## src/rtl/uart_param_decoder.sv

```systemverilog
// UART 8N1 command decoder that holds the DDS generator parameters (phase_M, signal_A, signal_shape).
// Optional macro PARAM_ECHO_EN adds a UART transmitter that answers each frame with ACK/NAK.
module uart_param_decoder #(
  parameter int unsigned CLKS_PER_BIT = 104,
  parameter int unsigned TIMEOUT_CLKS = 20000,
  parameter logic [12:0] M_DEFAULT    = 13'd41,
  parameter logic [10:0] A_DEFAULT    = 11'd1000,
  parameter logic [10:0] A_MAX        = 11'd1650
) (
  input  logic        clk,
  input  logic        rst,
  input  logic        uart_rx,
  output logic        uart_tx,
  output logic [12:0] phase_M,
  output logic [10:0] signal_A,
  output logic [1:0]  signal_shape,
  output logic        param_update,
  output logic        frame_err
);

  localparam int unsigned BIT_W = $clog2(CLKS_PER_BIT);
  localparam int unsigned TO_W  = $clog2(TIMEOUT_CLKS + 1);
  localparam logic [BIT_W-1:0] BIT_LAST  = BIT_W'(CLKS_PER_BIT - 1);
  localparam logic [BIT_W-1:0] HALF_LAST = BIT_W'(CLKS_PER_BIT / 2 - 1);
  localparam logic [TO_W-1:0]  TO_LAST   = TO_W'(TIMEOUT_CLKS - 1);
  localparam logic [7:0]       HDR_BYTE  = 8'hA5;

  // Two-flop synchronizer plus one delayed copy for falling-edge detection
  logic rx_s1_q, rx_s2_q, rx_prev_q;

  always_ff @(posedge clk or negedge rst) begin
    if (!rst) begin
      rx_s1_q   <= 1'b1;
      rx_s2_q   <= 1'b1;
      rx_prev_q <= 1'b1;
    end else begin
      rx_s1_q   <= uart_rx;
      rx_s2_q   <= rx_s1_q;
      rx_prev_q <= rx_s2_q;
    end
  end

  typedef enum logic [1:0] {R_IDLE, R_START, R_DATA, R_STOP} rx_state_e;

  rx_state_e        rx_state_q, rx_state_d;
  logic [BIT_W-1:0] rx_cnt_q, rx_cnt_d;
  logic [2:0]       rx_bit_q, rx_bit_d;
  logic [7:0]       rx_shift_q, rx_shift_d;
  logic             byte_stb_c, stop_err_c;

  always_comb begin
    rx_state_d = rx_state_q;
    rx_cnt_d   = rx_cnt_q + BIT_W'(1);
    rx_bit_d   = rx_bit_q;
    rx_shift_d = rx_shift_q;
    byte_stb_c = 1'b0;
    stop_err_c = 1'b0;
    case (rx_state_q)
      R_IDLE: begin
        rx_cnt_d = '0;
        if (rx_prev_q && !rx_s2_q) rx_state_d = R_START;
      end
      R_START: begin
        if (rx_cnt_q == HALF_LAST) begin
          rx_cnt_d   = '0;
          rx_bit_d   = '0;
          rx_state_d = rx_s2_q ? R_IDLE : R_DATA;
        end
      end
      R_DATA: begin
        if (rx_cnt_q == BIT_LAST) begin
          rx_cnt_d   = '0;
          rx_shift_d = {rx_s2_q, rx_shift_q[7:1]};
          rx_bit_d   = rx_bit_q + 3'd1;
          if (rx_bit_q == 3'd7) rx_state_d = R_STOP;
        end
      end
      R_STOP: begin
        if (rx_cnt_q == BIT_LAST) begin
          rx_cnt_d   = '0;
          rx_state_d = R_IDLE;
          byte_stb_c = rx_s2_q;
          stop_err_c = !rx_s2_q;
        end
      end
      default: rx_state_d = R_IDLE;
    endcase
  end

  always_ff @(posedge clk or negedge rst) begin
    if (!rst) begin
      rx_state_q <= R_IDLE;
      rx_cnt_q   <= '0;
      rx_bit_q   <= '0;
      rx_shift_q <= '0;
    end else begin
      rx_state_q <= rx_state_d;
      rx_cnt_q   <= rx_cnt_d;
      rx_bit_q   <= rx_bit_d;
      rx_shift_q <= rx_shift_d;
    end
  end

  typedef enum logic [2:0] {P_HDR, P_CMD, P_DHI, P_DLO, P_CHK, P_APPLY} p_state_e;

  p_state_e        p_state_q, p_state_d;
  logic [7:0]      cmd_q, cmd_d, dhi_q, dhi_d, dlo_q, dlo_d;
  logic [TO_W-1:0] to_cnt_q, to_cnt_d;
  logic [12:0]     phase_m_q, phase_m_d;
  logic [10:0]     signal_a_q, signal_a_d;
  logic [1:0]      shape_q, shape_d;
  logic            param_update_q, param_update_d;
  logic            frame_err_q, frame_err_d;
  logic            to_fire_c, chk_err_c, cmd_err_c;
  logic [10:0]     a_req_c;

  always_comb begin
    p_state_d      = p_state_q;
    cmd_d          = cmd_q;
    dhi_d          = dhi_q;
    dlo_d          = dlo_q;
    to_cnt_d       = '0;
    phase_m_d      = phase_m_q;
    signal_a_d     = signal_a_q;
    shape_d        = shape_q;
    param_update_d = 1'b0;
    chk_err_c      = 1'b0;
    cmd_err_c      = 1'b0;
    to_fire_c      = 1'b0;
    a_req_c        = {dhi_q[2:0], dlo_q};

    // Inter-byte timeout only runs while a frame is in progress
    if (p_state_q != P_HDR && !byte_stb_c) begin
      to_cnt_d  = to_cnt_q + TO_W'(1);
      to_fire_c = (to_cnt_q == TO_LAST);
    end

    case (p_state_q)
      P_HDR: if (byte_stb_c && rx_shift_q == HDR_BYTE) p_state_d = P_CMD;
      P_CMD: if (byte_stb_c) begin
        cmd_d     = rx_shift_q;
        p_state_d = P_DHI;
      end
      P_DHI: if (byte_stb_c) begin
        dhi_d     = rx_shift_q;
        p_state_d = P_DLO;
      end
      P_DLO: if (byte_stb_c) begin
        dlo_d     = rx_shift_q;
        p_state_d = P_CHK;
      end
      P_CHK: if (byte_stb_c) begin
        if (rx_shift_q == (cmd_q ^ dhi_q ^ dlo_q)) begin
          p_state_d = P_APPLY;
        end else begin
          chk_err_c = 1'b1;
          p_state_d = P_HDR;
        end
      end
      P_APPLY: begin
        p_state_d      = P_HDR;
        param_update_d = 1'b1;
        case (cmd_q)
          8'h01:   phase_m_d  = {dhi_q[4:0], dlo_q};
          8'h02:   signal_a_d = (a_req_c > A_MAX) ? A_MAX : a_req_c;
          8'h03:   shape_d    = dlo_q[1:0];
          default: begin
            cmd_err_c      = 1'b1;
            param_update_d = 1'b0;
          end
        endcase
      end
      default: p_state_d = P_HDR;
    endcase

    if (stop_err_c || to_fire_c) p_state_d = P_HDR;
    // An update always wins so the two pulses are mutually exclusive
    frame_err_d = (stop_err_c || to_fire_c || chk_err_c || cmd_err_c) && !param_update_d;
  end

  always_ff @(posedge clk or negedge rst) begin
    if (!rst) begin
      p_state_q      <= P_HDR;
      cmd_q          <= '0;
      dhi_q          <= '0;
      dlo_q          <= '0;
      to_cnt_q       <= '0;
      phase_m_q      <= M_DEFAULT;
      signal_a_q     <= A_DEFAULT;
      shape_q        <= 2'd0;
      param_update_q <= 1'b0;
      frame_err_q    <= 1'b0;
    end else begin
      p_state_q      <= p_state_d;
      cmd_q          <= cmd_d;
      dhi_q          <= dhi_d;
      dlo_q          <= dlo_d;
      to_cnt_q       <= to_cnt_d;
      phase_m_q      <= phase_m_d;
      signal_a_q     <= signal_a_d;
      shape_q        <= shape_d;
      param_update_q <= param_update_d;
      frame_err_q    <= frame_err_d;
    end
  end

  assign phase_M      = phase_m_q;
  assign signal_A     = signal_a_q;
  assign signal_shape = shape_q;
  assign param_update = param_update_q;
  assign frame_err    = frame_err_q;

`ifdef PARAM_ECHO_EN
  typedef enum logic [1:0] {T_IDLE, T_START, T_DATA, T_STOP} tx_state_e;

  tx_state_e        tx_state_q, tx_state_d;
  logic [BIT_W-1:0] tx_cnt_q, tx_cnt_d;
  logic [2:0]       tx_bit_q, tx_bit_d;
  logic [7:0]       tx_shift_q, tx_shift_d;
  logic             tx_q, tx_d;
  logic             ack_req_c, nak_req_c;

  // Timeouts are silent; every other rejection answers with NAK
  assign ack_req_c = param_update_d;
  assign nak_req_c = frame_err_d && !to_fire_c;

  always_comb begin
    tx_state_d = tx_state_q;
    tx_cnt_d   = tx_cnt_q + BIT_W'(1);
    tx_bit_d   = tx_bit_q;
    tx_shift_d = tx_shift_q;
    tx_d       = tx_q;
    case (tx_state_q)
      T_IDLE: begin
        tx_cnt_d = '0;
        tx_d     = 1'b1;
        if (ack_req_c || nak_req_c) begin
          tx_shift_d = ack_req_c ? 8'h06 : 8'h15;
          tx_state_d = T_START;
          tx_d       = 1'b0;
        end
      end
      T_START: begin
        if (tx_cnt_q == BIT_LAST) begin
          tx_cnt_d   = '0;
          tx_bit_d   = '0;
          tx_d       = tx_shift_q[0];
          tx_shift_d = {1'b0, tx_shift_q[7:1]};
          tx_state_d = T_DATA;
        end
      end
      T_DATA: begin
        if (tx_cnt_q == BIT_LAST) begin
          tx_cnt_d = '0;
          tx_bit_d = tx_bit_q + 3'd1;
          if (tx_bit_q == 3'd7) begin
            tx_d       = 1'b1;
            tx_state_d = T_STOP;
          end else begin
            tx_d       = tx_shift_q[0];
            tx_shift_d = {1'b0, tx_shift_q[7:1]};
          end
        end
      end
      T_STOP: begin
        if (tx_cnt_q == BIT_LAST) begin
          tx_cnt_d   = '0;
          tx_state_d = T_IDLE;
        end
      end
      default: tx_state_d = T_IDLE;
    endcase
  end

  always_ff @(posedge clk or negedge rst) begin
    if (!rst) begin
      tx_state_q <= T_IDLE;
      tx_cnt_q   <= '0;
      tx_bit_q   <= '0;
      tx_shift_q <= '0;
      tx_q       <= 1'b1;
    end else begin
      tx_state_q <= tx_state_d;
      tx_cnt_q   <= tx_cnt_d;
      tx_bit_q   <= tx_bit_d;
      tx_shift_q <= tx_shift_d;
      tx_q       <= tx_d;
    end
  end

  assign uart_tx = tx_q;
`else
  assign uart_tx = 1'b1;
`endif

endmodule
```

## config.mk

```make
export PLATFORM = sky130hd
export DESIGN_NAME = uart_param_decoder
export DESIGN_NICKNAME = d
export VERILOG_FILES = /design/src/rtl/uart_param_decoder.sv
export SDC_FILE = /design/constraint.sdc
export NUM_CORES = 1
export LEC_CHECK = 0
export CAP_MARGIN = 10
export CORE_MARGIN = 10
export CORE_UTILIZATION = 35
export DETAILED_ROUTE_END_ITERATION = 6
export DONT_BUFFER_PORTS = 1
export PLACE_DENSITY = 0.52
export SKIP_CTS_REPAIR_TIMING = 1
export SYNTH_ARGS = -nofsm -noshare
export SYNTH_HDL_FRONTEND = slang
export SYNTH_SLANG_ARGS = --single-unit
```

## constraint.sdc

```tcl
create_clock -name clk -period 2.7 [get_ports clk]
set_input_delay 0.54 -clock clk [delete_from_list [all_inputs] [get_ports clk]]
set_output_delay 0.54 -clock clk [all_outputs]
set_load 0.1 [all_outputs]
```

==> results.sh <==
export IMPL_dieWidth_um=131
export IMPL_drt_pre_antenna_iters=4
export IMPL_p_per_area_nw_per_um2=603
export IMPL_number_of_global_route_vias_before_repair=2509
export IMPL_r2r_worst_path_cells=6
export IMPL_postSynthAreaPerCell_um2=12.3
export IMPL_met3WireLength_um=369
export IMPL_static_leakage_power_nw=2.19
export IMPL_grt_util_all_layers=0.100
export IMPL_yosysWarnings=0
export IMPL_worst_endpoint_arrival_ps=2590
export IMPL_hpwl_after_detailed_placement_um=5550
export IMPL_routedWlPerCell_um=16.5
export IMPL_worst_clock_skew_ps=7.24
export IMPL_detailroute_wirelength_met2_um=3730
export IMPL_rsz0062_at_grt="false"
export IMPL_irDropWorstVdd_v=0.000372
export IMPL_critPathLaunch="cmd_q[2]$_DFFE_PN0P_"
export IMPL_cp_max_delay_cell="or4_4"
export IMPL_detail_route_vias_per_cell=5.09
export IMPL_final_nets=359
export IMPL_worst_r2r_endpoint="phase_M[12]$_DFFE_PN0P_"
export IMPL_worstMarginPinSlew_ps=928
export IMPL_synth_cells=348
export IMPL_top_signal_layer_used="met4"
export IMPL_synth_enable_flop_cells=0
export IMPL_antenna_found_initial=0
export IMPL_htreeDepth=3
export IMPL_die_height_um=131
export IMPL_critical_path_n_buffers_inverters=1
export IMPL_slew_viol_final=0
export IMPL_hold_class="in -> async"
export IMPL_synth_flop_cell="dfrtp_1"
export IMPL_worst_path_largest_cell_delay_ps=550
export IMPL_io_pins=32
export IMPL_initial_utilization=0.357
export IMPL_synth_sequential_area_ratio=0.546
export IMPL_worstPathMaxFanout=7
export IMPL_n_antenna_cell=0
export IMPL_post_synth_design_cell_area_um2=4290
export IMPL_globalplace_congestion=0.747
export IMPL_cts_root_buffer_cell="clkbuf_16"
export IMPL_grt_pass1_wl_um=13300
export IMPL_gr_total_overflow=0
export IMPL_hold_slack_ps=41.4
export IMPL_drt_antenna_violating_nets=0
export IMPL_setup_violations=0
export IMPL_largest_net_degree_at_the_start_of_global_routing=94
export IMPL_detail_route_wirelength_met1_um=4050
export IMPL_ys_ff_latch=93
export IMPL_worst_r2r_setup_slack_ps=340
export IMPL_clkTransAtPathRegs_ps=60
export IMPL_via_count=2565
export IMPL_synth_lib_cells_used_distinct=52
export IMPL_postRouteWirelength_um=8310
export IMPL_finalSetupTns_ps=0
export IMPL_clock_sinks=93
export IMPL_worst_slew_margin_rel=0.381
export IMPL_synth_nets=355
export IMPL_drive_above_1_share=0.255
export IMPL_timing_final_crit_share=0.875
export IMPL_core_area_um2=12000
export IMPL_cts_tree="yes"
export IMPL_maxCapViolCount=0
export IMPL_utilization=0.395
export IMPL_final_period_minus_worst_setup_slack_ps=2360
export IMPL_cts_made_buffers=9
export IMPL_post_synth_most_frequent_cells="81 x dfrtp_1, 39 x mux2_2, 33 x nor2_1"
export IMPL_drt_iter0_drc=140
export IMPL_cp_top_family="simple AND/OR/NAND/NOR gates"
export IMPL_io_buffers=0
export IMPL_timing_final_hold_violations=0
export IMPL_synthTopCellsByArea="dfrtp_1 47%, mux2_2 10%, dfstp_2 7.4%"
export IMPL_max_clock_path_buffers=2
export IMPL_netlist_top_cell_by_area="dfrtp_1"
export IMPL_fp_row_count=40
export IMPL_worst_setup_path_end_kind="flop"
export IMPL_path_class="reg -> reg"
export IMPL_drc=0
export IMPL_timing_critical_path_from_type="flop"
export IMPL_synth_top_cell_area_share=0.473
export IMPL_insertion_delay_ps=350
export IMPL_synth_async_reset_ratio=1.00
export IMPL_area_growth_synth_to_final_pct=10.7
export IMPL_critical_path_required_ps=2930
export IMPL_design_die_area_um2=17100
export IMPL_worstReg2RegStart="cmd_q[2]$_DFFE_PN0P_"
export IMPL_fmaxAchievable_mhz=423
export IMPL_run_status="completed"
export IMPL_critical_path_cell_chain="or4_4 -> nor4_4 -> nand2_2 -> nor2_4 -> buf_4 -> mux2_4"
export IMPL_yosys_cell_count_top_type="dfrtp_1"
==> metrics by stage <==
stage / cells / total power, mW / setup slack (ps) / cell area, um2
detailed placement: 487 / 1.63 / 324 / 4430
global placement: 487 / 1.62 / 404 / 4430
floorplan: 348 / 1.60 / 626 / 4290
CTS: 503 / 2.87 / 314 / 4720
finish: 504 / 2.86 / 337 / 4750
global route: 504 / 2.99 / 213 / 4750
==> power by group <==
part / internal, mW / switching, mW
combinational: 0.0513 / 0.105
clock: 0.718 / 0.520
sequential: 1.43 / 0.0396
==> final cells by class <==
| type | count | area (um2) |
|---|---|---|
| Sequential cell | 93 | 2340 |
| Clock buffer | 12 | 236 |
| Multi-Input combinational cell | 238 | 1860 |
| Fill cell | 1142 | 7270 |
| Inverter | 5 | 18.8 |
| Timing Repair Buffer | 5 | 57.6 |
| Clock inverter | 4 | 51.3 |
| Tap cell | 147 | 184 |
==> worst reg2reg max path: stages, from the launching register on <==
cell and delay [ps]:
dfrtp_1 400, or4_4 550, nor4_4 360, nand2_2 110, nor2_4 250, buf_4 250, mux2_4 310
==> kinds of logic (layout without fill, tap and decap cells) <==
group | Yosys count | after routing | synth area share
compound gates | 31 | 31 | 0.0528
xor+xnor | 41 | 41 | 0.0837
fa+ha+maj | 4 | 4 | 0.0117
buf+inv | 17 | 26 | 0.0210
flops | 93 | 93 | 0.546
mux | 49 | 49 | 0.137
other cells | 1 | 1 | 0.000875
simple gates | 112 | 112 | 0.146
==> cell usage in the layout, fill, tap and decap left out, drive strengths merged, types with 2 or more instances in the layout <==
cell type  netlist  layout
and2             2       2
nor4bb           2       2
dfstp           12      12
xnor2           22      22
nor4b            2       2
and3             3       3
clkbuf           4      12
ha               4       4
o22a             4       4
or3              4       4
xor2            19      19
buf              8       5
a22o             6       6
nand3b           3       3
nor2            34      34
nor4             4       4
o21ai            6       6
clkinv           0       2
o32ai            2       2
a21oi            6       6
nor3             4       4
or4              3       3
dfrtp           81      81
inv              5       5
nand3           14      14
mux2            49      49
nand2           28      28
or2              2       2
and4             2       2
==> registers in the layout, indices dropped and copies added, names as in the netlist, named ones only <==
register	count
cmd_q	8
dhi_q	8
dlo_q	8
frame_err	1
p_state_q	3
param_update	1
phase_M	13
rx_bit_q	3
rx_cnt_q	7
rx_prev_q	1
rx_s1_q	1
rx_s2_q	1
rx_shift_q	8
rx_state_q	1
signal_A	11
signal_shape	2
to_cnt_q	15
==> layer usage <==
| layer | vias to the layer above | global-route usage |
|---|---|---|
| met4 | 0 | 0.0497 |
| met3 | 15 | 0.0302 |
| met5 | - | 0 |
| met2 | 29 | 0.140 |
| li1 | 1231 | - |
| met1 | 1290 | 0.137 |
==> worst max-delay path by stage <==
stage                     slack (ps)  cells past startpoint                       to
after CTS                        310                      6   phase_M[7]$_DFFE_PN0P_
after global routing             210                      6   phase_M[9]$_DFFE_PN0P_
after global placement           400                      6   phase_M[9]$_DFFE_PN0P_
final                            340                      6  phase_M[12]$_DFFE_PN0P_
after detailed placement         320                      6  phase_M[12]$_DFFE_PN0P_
after floorplan                  630                      5     cmd_q[0]$_DFFE_PN0P_
Note: power is estimated with default switching activity, not from simulation.
